$ cat src/rtl/imul_pkg.sv
// Shared constants and state encoding for the radix-4 iterative multiplier scheduler.
package imul_pkg;

    localparam int IMUL_DATA_WIDTH = 16;
    localparam int IMUL_NUM_ITER   = IMUL_DATA_WIDTH / 2;

    typedef enum logic [1:0] {
        IDLE = 2'd0,
        CALC = 2'd1,
        DONE = 2'd2
    } state_t;

endpackage

$ cat src/rtl/imul_sched_mux4x1.sv
// Four-input selector used to pick the radix-4 partial product (0, A, 2A, 3A).
module MUX4X1 #(
    parameter int WIDTH = 32
) (
    input  logic [WIDTH-1:0] in0,
    input  logic [WIDTH-1:0] in1,
    input  logic [WIDTH-1:0] in2,
    input  logic [WIDTH-1:0] in3,
    input  logic [1:0]       sel,
    output logic [WIDTH-1:0] out_y
);

    always_comb begin
        out_y = in0;
        case (sel)
            2'd0:    out_y = in0;
            2'd1:    out_y = in1;
            2'd2:    out_y = in2;
            default: out_y = in3;
        endcase
    end

endmodule

$ cat src/rtl/imul_sched.sv
// Two-requester round-robin front end for a shared radix-4 iterative unsigned multiplier.
module imul_sched
    import imul_pkg::*;
#(
    parameter int DATA_WIDTH = IMUL_DATA_WIDTH,
    parameter int NUM_ITER   = DATA_WIDTH / 2
) (
    input  logic                    Clock,
    input  logic                    Reset,
    input  logic                    iReq0,
    input  logic                    iReq1,
    input  logic [DATA_WIDTH-1:0]   iA0,
    input  logic [DATA_WIDTH-1:0]   iB0,
    input  logic [DATA_WIDTH-1:0]   iA1,
    input  logic [DATA_WIDTH-1:0]   iB1,
    output logic                    oAck0,
    output logic                    oAck1,
    output logic                    oValid,
    output logic [2*DATA_WIDTH-1:0] oResult,
    output logic                    oOwner,
    output logic                    oBusy
);

    localparam int PW = 2 * DATA_WIDTH;
    localparam int CW = (NUM_ITER > 1) ? $clog2(NUM_ITER) : 1;
    localparam logic [CW-1:0] LAST_K = CW'(NUM_ITER - 1);

    state_t                state_q, state_d;
    logic [DATA_WIDTH-1:0] a_q, a_d, b_q, b_d;
    logic [PW-1:0]         acc_q, acc_d, result_q, result_d;
    logic [CW-1:0]         cnt_q, cnt_d;
    logic                  gnt_q, gnt_d, last_q, last_d, owner_q, owner_d;
    logic                  ack0_q, ack0_d, ack1_q, ack1_d, valid_q, valid_d;
    logic                  grant;
    logic [PW-1:0]         a_ext, a_x2, a_x3, pp;
    logic [1:0]            digit;

    assign a_ext = {{DATA_WIDTH{1'b0}}, a_q};
    assign a_x2  = a_ext << 1;
    assign a_x3  = a_x2 + a_ext;
    assign digit = b_q[{cnt_q, 1'b0} +: 2];

    MUX4X1 #(.WIDTH(PW)) u_pp_mux (
        .in0   ('0),
        .in1   (a_ext),
        .in2   (a_x2),
        .in3   (a_x3),
        .sel   (digit),
        .out_y (pp)
    );

    // Result and valid are loaded on the final CALC edge so they are visible during DONE.
    always_comb begin
        state_d  = state_q;
        a_d      = a_q;
        b_d      = b_q;
        acc_d    = acc_q;
        cnt_d    = cnt_q;
        gnt_d    = gnt_q;
        last_d   = last_q;
        owner_d  = owner_q;
        result_d = result_q;
        ack0_d   = 1'b0;
        ack1_d   = 1'b0;
        valid_d  = 1'b0;
        grant    = 1'b0;
        case (state_q)
            IDLE: begin
                if (iReq0 || iReq1) begin
                    grant   = (iReq0 && iReq1) ? ~last_q : iReq1;
                    gnt_d   = grant;
                    last_d  = grant;
                    a_d     = grant ? iA1 : iA0;
                    b_d     = grant ? iB1 : iB0;
                    acc_d   = '0;
                    cnt_d   = '0;
                    ack0_d  = ~grant;
                    ack1_d  = grant;
                    state_d = CALC;
                end
            end
            CALC: begin
                acc_d = acc_q + (pp << {cnt_q, 1'b0});
                cnt_d = cnt_q + CW'(1);
                if (cnt_q == LAST_K) begin
                    result_d = acc_d;
                    owner_d  = gnt_q;
                    valid_d  = 1'b1;
                    state_d  = DONE;
                end
            end
            DONE:    state_d = IDLE;
            default: state_d = IDLE;
        endcase
    end

    always_ff @(posedge Clock) begin
        if (!Reset) begin
            state_q  <= IDLE;
            a_q      <= '0;
            b_q      <= '0;
            acc_q    <= '0;
            cnt_q    <= '0;
            gnt_q    <= 1'b0;
            last_q   <= 1'b1;
            owner_q  <= 1'b0;
            result_q <= '0;
            ack0_q   <= 1'b0;
            ack1_q   <= 1'b0;
            valid_q  <= 1'b0;
        end else begin
            state_q  <= state_d;
            a_q      <= a_d;
            b_q      <= b_d;
            acc_q    <= acc_d;
            cnt_q    <= cnt_d;
            gnt_q    <= gnt_d;
            last_q   <= last_d;
            owner_q  <= owner_d;
            result_q <= result_d;
            ack0_q   <= ack0_d;
            ack1_q   <= ack1_d;
            valid_q  <= valid_d;
        end
    end

    assign oAck0   = ack0_q;
    assign oAck1   = ack1_q;
    assign oValid  = valid_q;
    assign oResult = result_q;
    assign oOwner  = owner_q;
    assign oBusy   = (state_q != IDLE);

endmodule

$ cat config.mk
export PLATFORM = sky130hd
export DESIGN_NAME = imul_sched
export DESIGN_NICKNAME = d
export VERILOG_FILES = /design/src/rtl/imul_pkg.sv /design/src/rtl/imul_sched_mux4x1.sv /design/src/rtl/imul_sched.sv
export SDC_FILE = /design/constraint.sdc
export NUM_CORES = 1
export LEC_CHECK = 0
export BUFFER_PORTS_ARGS = -buffer_cell sky130_fd_sc_hd__buf_2
export CAP_MARGIN = 10
export CORE_AREA = 2 2 124 126
export DETAILED_ROUTE_END_ITERATION = 6
export DIE_AREA = 0 0 126 128
export GPL_TIMING_DRIVEN = 0
export PLACE_DENSITY = 0.78
export SLEW_MARGIN = 5
export SYNTH_ARGS = -nofsm -noshare
export SYNTH_HDL_FRONTEND = slang
export SYNTH_SLANG_ARGS = --single-unit
$ cat constraint.sdc
create_clock -name Clock -period 13.5 [get_ports Clock]
set_input_delay 1.35 -clock Clock [delete_from_list [all_inputs] [get_ports Clock]]
set_output_delay 1.35 -clock Clock [all_outputs]
set_load 0.02 [all_outputs]
### Word-level counts from Yosys, hierarchy flattened

Cells that the tools add are included.

| word-level totals | value |
|---|---|
| output and inout port bits | 37 |
| logic and storage cells | 49 |
| register bits after elaboration | 107 |

| operators by class | value |
|---|---|
| eq/ne operators | 6 |
| shift operators | 2 |
| reductions and logical operators | 12 |
| add/subtract/negate cells | 3 |
| bitwise gates (word level) | 2 |
| muxes and demuxes | 12 |

Operators by type and width:

| cell | count |
|---|---|
| $pmux 32 s2 | 1 |
| $pmux 18 s3 | 1 |
| $add 32x32->32 | 1 |
| $mux 16 | 2 |
| $mux 32 | 1 |
| $shl 32x4->32 | 1 |
| $add 17x16->18 | 1 |
| $shiftx 16x5->2 | 1 |
| $reduce_and 2->1 | 5 |
| $pmux 3 s2 | 1 |
| $eq 2x1->1 const B | 2 |
| $logic_not 2->1 | 2 |
| $mux 2 | 2 |
| $ne 2x2->1 const B | 2 |
| $pmux 2 s2 | 1 |
| $reduce_bool 2->1 | 2 |
| $add 3x1->3 const B | 1 |
| $eq 3x3->1 const B | 1 |
| $mux 3 | 1 |
| $reduce_and 3->1 | 1 |
| $eq 2x2->1 const B | 1 |
| $mux 1 | 2 |
| $not 1->1 | 2 |
| $logic_and 1x1->1 | 1 |
| $logic_or 1x1->1 | 1 |

### Logic depth before layout (Yosys ltp)

| depth | value |
|---|---|
| depth in word-level cells | 6 |
| mapped depth | 21 |

### Modules after synthesis

From an unflattened synthesis, not the netlist that was laid out.

| second synthesis, totals | value |
|---|---|
| cell total of the unflattened synthesis | 962 |
| area total of the unflattened synthesis | 8232.9 sq um |

By module, submodules not included:

| module | cells each | area an instance (sq um) | times used |
|---|---|---|---|
| imul_sched | 923 | 7418.4 | 1 |
| MUX4X1 | 39 | 814.5 | 1 |

### Worst setup path before layout

OpenSTA, ideal clock, no wires.

| timing | value |
|---|---|
| path type | register to register |
| start | register a_q[5] |
| end | register acc_q[29] |
| arrival | 4.660 ns |
| setup slack | 8.753 ns |
| cell stages (with the launch flop) | 21 |
| setup time | 0.087 ns |
| cells stage by stage | dfxtp_1 -> ha_1 -> clkbuf_1 -> nor4_1 -> a21oi_1 -> nand4_1 -> and2_1 -> o41ai_1 -> mux2_2 -> nor4_1 -> a211oi_1 -> ha_1 -> clkbuf_1 -> and3_1 -> and4_1 -> nand2_1 -> a211oi_1 -> or4b_1 -> and3_1 -> o31a_1 -> o31ai_1 |

| between the ends | value |
|---|---|
| word-level cells in the longest chain between the ends | 5 |

RTL lines:

| element | RTL line | RTL |
|---|---|---|
| from (decl) | imul_sched.sv:29 | `logic [DATA_WIDTH-1:0] a_q, a_d, b_q, b_d;` |
| from (signal assigned) | imul_sched.sv:100 | `a_q <= '0;` |
| from (signal assigned) | imul_sched.sv:113 | `a_q <= a_d;` |
| $add 17x16->18 | imul_sched.sv:40 | `assign a_x3 = a_x2 + a_ext;` |
| $pmux 18 s3 * | imul_sched_mux4x1.sv:15 | `case (sel)` |
| $shl 32x4->32 * | imul_sched.sv:83 | `acc_d = acc_q + (pp << {cnt_q, 1'b0});` |
| $add 32x32->32 * | imul_sched.sv:83 |  |
| $pmux 32 s2 * | imul_sched.sv:67 | `case (state_q)` |
| to (signal assigned) | imul_sched.sv:102 | `acc_q <= '0;` |
| to (signal assigned) | imul_sched.sv:115 | `acc_q <= acc_d;` |
| to (decl) | imul_sched.sv:30 | `logic [PW-1:0] acc_q, acc_d, result_q, result_d;` |

Every way passes the cells marked *; elsewhere a longest branch is shown, timed or not.
A chain may end at the register's enable or synchronous reset.

### Final worst setup path

| timing | value |
|---|---|
| start | register cnt_q[1] |
| end | register acc_q[30] |

| between the ends | value |
|---|---|
| word-level cells in the longest chain between the ends | 6 |
| elaborated cells between the ends (all ways) | 8 |

RTL lines:

| element | RTL line | RTL |
|---|---|---|
| from (decl) | imul_sched.sv:31 | `logic [CW-1:0] cnt_q, cnt_d;` |
| from (signal assigned) | imul_sched.sv:116 | `cnt_q <= cnt_d;` |
| $shiftx 16x5->2 | imul_sched.sv:41 | `assign digit = b_q[{cnt_q, 1'b0} +: 2];` |
| $eq 2x2->1, or another cell as far along | imul_sched_mux4x1.sv:15 |  |
| $pmux 18 s3 | imul_sched_mux4x1.sv:15 |  |
| $shl 32x4->32 * | imul_sched.sv:83 |  |
| $add 32x32->32 * | imul_sched.sv:83 |  |
| $pmux 32 s2 * | imul_sched.sv:67 |  |

Marks and branches as above.

==> impl_metrics.tcl <==
set metrics [dict create \
    crit_fanout 10 \
    synthSimpleGateAreaFrac 0.199 \
    cts.sinks 107 \
    endpoint_kind "flop" \
    cts_tree "done" \
    synth.area.top_cells "dfxtp_1, ha_1, nand2_1" \
    antenna-diode-count 0 \
    r2r_cells 18 \
    nets 1213 \
    maxSlewHeadroom 0.489 \
    fmax_mhz 170 \
    synth_edf_count 0 \
    initial_utilization 0.537 \
    switchingPower_mw 0.283 \
    cts_resized 0 \
    num-fill-cells 1362 \
    syn_area_per_cell_um2 8.15 \
    finalMaxSlewViolations 0 \
    clock_path_buffers 2 \
    whs_ns 0.463 \
    insertion_delay_ns 0.36 \
    syn_area_um2 7980 \
    antenna_found_initial 0 \
    synth-adder-area-share 0.0819 \
    worst_ep_arrival_time_ns 6.12 \
    hp-start "oResult[17]" \
    sw_frac_of_total 0.325 \
    hold_depth 2 \
    first_pass_iters 6 \
    async_flop_share 0 \
    cts-root-buf "clkbuf_16" \
    synth_cell_type_count 81 \
    drtAntennaViolNets 0 \
    status "complete, no violations" \
    synth_cells 979 \
    drv_cap 0 \
    yosys_register_bits 107 \
    critPathRequiredTime_ns 13.74 \
    h-tree-depth 3 \
    pwr-share-comb 0.275 \
    r2r_start "cnt_q[1]" \
    first_global_vias 7453 \
    vdd_ir_drop_max_uv 76.5 \
    hold_end "oResult[17]" \
    rsz0062_at_grt "no" \
    min_period_ns 5.89 \
    drc 0 \
    synth_top_cell_area_share 0.268 \
    cp-start-kind "flop" \
    cp_common_cell "o41ai_2" \
    path_class "flop to flop" \
    pwr-share-seq 0.397 \
    vias 7912 \
    cp_slowest_stage_delay_ns 0.65 \
    cpMaxStageDelayCell "a2111oi_0" \
    syn2layout_area_growth_pct 13.4 \
    row_count 45 \
    holdBufCountCts 0 \
    power.share.clock 0.328 \
    wl_um 23200 \
    hold_viol 0 \
    synth_common_cells "nand2_1, dfxtp_1, clkbuf_1" \
    synth_compound_area_frac 0.274 \
    yosysSeqAreaShare 0.268 \
    dp_hpwl_um 18100 \
    period_share 0.436 \
    r2r-end "acc_q[30]" \
    fin_tns_setup_ns 0 \
    io_buffers 104 \
    grt_use_total 0.287 \
    die-area_um2 16100 \
    ios 105 \
    vias_per_cell 6.15 \
    synthXorXnorAreaFrac 0.0384 \
    synth_nets 1098 \
    clkTransAtPathRegs_ns 0.07 \
    drive_gt1_frac 0.143 \
    synth_warnings 0 \
    synth_mux_area_frac 0.0927 \
    grt_overflow_total 0 \
    fin_total_pwr_mw 0.869 \
    setup_viol 0 \
    synth_most_common_cell "nand2_1" \
    grt_pass1_wl_um 37400 \
    intPower_mw 0.587 \
    gp_congestion 1.01 \
    yosysTopAreaCell "dfxtp_1" \
    cts_buffers 9 \
    worst_slew_pin_slew_ns 0.746 \
    leakagePower_nw 4.05 \
    synth_top_family_by_area "compound AO/OA/AOI/OAI gates" \
    fp.dieW_um 126 \
    post_cts_buffers 0 \
    die_height_um 128 \
    fin_skew_ns 0.0125 \
    hold_class "flop to flop" \
    drtIter0Drc 602 \
    crit_chain "clkbuf_1 > mux4_2 > mux2_4 > nand2_1 > a2111oi_0 > a221o_1 > o21ai_0 > o2bb2ai_1 > o21a_1 > ha_1 > and2_1 > a221oi_2 > o21ai_1 > o41ai_2 > o41ai_2 > o41ai_2 > xor2_1 > o21ai_0" \
    grt_max_degree 18 \
    route.detailed.wl_per_inst_um 18.0 \
    power_density_nw_per_um2 96.1 \
    coreArea_um2 14900 \
    reg2reg_setup_slack_ns 7.61 \
    synth_flop_cell "dfxtp_1" \
]
[worst max-delay path, delay by kind of cell (launching register included)]
kind / cells / cell delay [ns]
compound gates: 11 / 3.53
mux: 2 / 0.62
simple gates: 2 / 0.41
buf+inv: 1 / 0.36
flops: 1 / 0.34
fa+ha+maj: 1 / 0.29
xor+xnor: 1 / 0.19
[per-layer routing]
layer | track usage | part of all wire
met1 | 0.387 | 0.45
met2 | 0.475 | 0.46
met3 | 0.0346 | 0.060
met4 | 0.108 | 0.026
met5 | 0 | 0
[through the flow]
stage,std cells,setup WS [ns],instance area [um^2],utilization
global route,1286,7.24,9050,0.609
floorplan,979,8.75,7980,-
CTS,1286,7.78,9050,0.609
global placement,1271,7.83,8730,0.588
detailed placement,1271,7.83,8730,0.588
finish,1286,7.61,9050,0.609
[cells in the final DEF (no fill, tap or decap), types with 5 or more instances in the layout]
cell type | netlist | routed
a211oi_1 | 13 | 13
a21boi_0 | 32 | 32
a21o_1 | 19 | 19
a21oi_1 | 44 | 44
a22o_1 | 8 | 8
a31oi_1 | 15 | 15
and2_1 | 18 | 18
and3_1 | 11 | 11
buf_1 | 8 | 8
buf_2 | 2 | 106
clkbuf_1 | 57 | 58
clkbuf_16 | 0 | 9
dfxtp_1 | 107 | 107
ha_1 | 49 | 49
inv_1 | 19 | 19
mux2_2 | 8 | 8
mux2i_1 | 45 | 45
mux4_2 | 5 | 5
nand2_1 | 135 | 135
nand3_1 | 47 | 47
nand3b_1 | 6 | 6
nand4_1 | 15 | 15
nor2_1 | 49 | 49
nor2b_1 | 8 | 8
nor3_1 | 15 | 15
nor4_1 | 6 | 6
o211a_1 | 33 | 33
o211ai_1 | 8 | 8
o21a_1 | 11 | 11
o21ai_0 | 51 | 51
o21ai_1 | 7 | 7
xnor2_1 | 20 | 20
xor2_1 | 15 | 15
[state kept, by name, indices dropped and copies added (netlist names)]
register,count
acc_q,32
oResult,32
a_q,16
b_q,16
cnt_q,3
state_q,2
gnt_q,1
last_q,1
oAck0,1
oAck1,1
oOwner,1
oValid,1
[power groups by stage]
| stage | sequential, mW | clock (mW) | combinational (mW) |
|---|---|---|---|
| after global routing | 0.346 | 0.299 | 0.262 |
| after global placement | 0.351 | 0 | 0.229 |
| final | 0.345 | 0.285 | 0.239 |
| after detailed placement | 0.352 | 0 | 0.233 |
| after CTS | 0.345 | 0.288 | 0.235 |
| after floorplan | 0.347 | 0 | 0.173 |
[final cells by class]
cell class / instances / area (um^2) / share of cell area
buffer: 70 / 288 / 0.0318
clock buffer: 10 / 229 / 0.0253
clock inverter: 5 / 85.1 / 0.00940
inverter: 21 / 78.8 / 0.00871
multi-input combinational: 781 / 5470 / 0.605
sequential: 107 / 2140 / 0.237
tap: 188 / 235 / 0.0260
timing repair buffer: 104 / 520 / 0.0575
[kinds of logic after synthesis]
kind of cell,after synthesis
AOI/OAI and AO/OA,300
xor gates and xnor gates,35
adders and majority gates,51
buffers and inverters,91
DFF,107
muxes,63
and+or+nand+nor,332
[how the worst max path moves through the flow]
stage,startpoint,end,depth (start not counted)
2_1_floorplan,a_q[5],acc_q[29],20
3_3_place_gp,cnt_q[1],acc_q[28],18
3_5_place_dp,cnt_q[1],acc_q[30],18
4_1_cts,cnt_q[1],acc_q[30],18
5_1_grt,cnt_q[1],acc_q[30],18
6_report,cnt_q[1],acc_q[30],18
(Power assumes the default switching activity.)
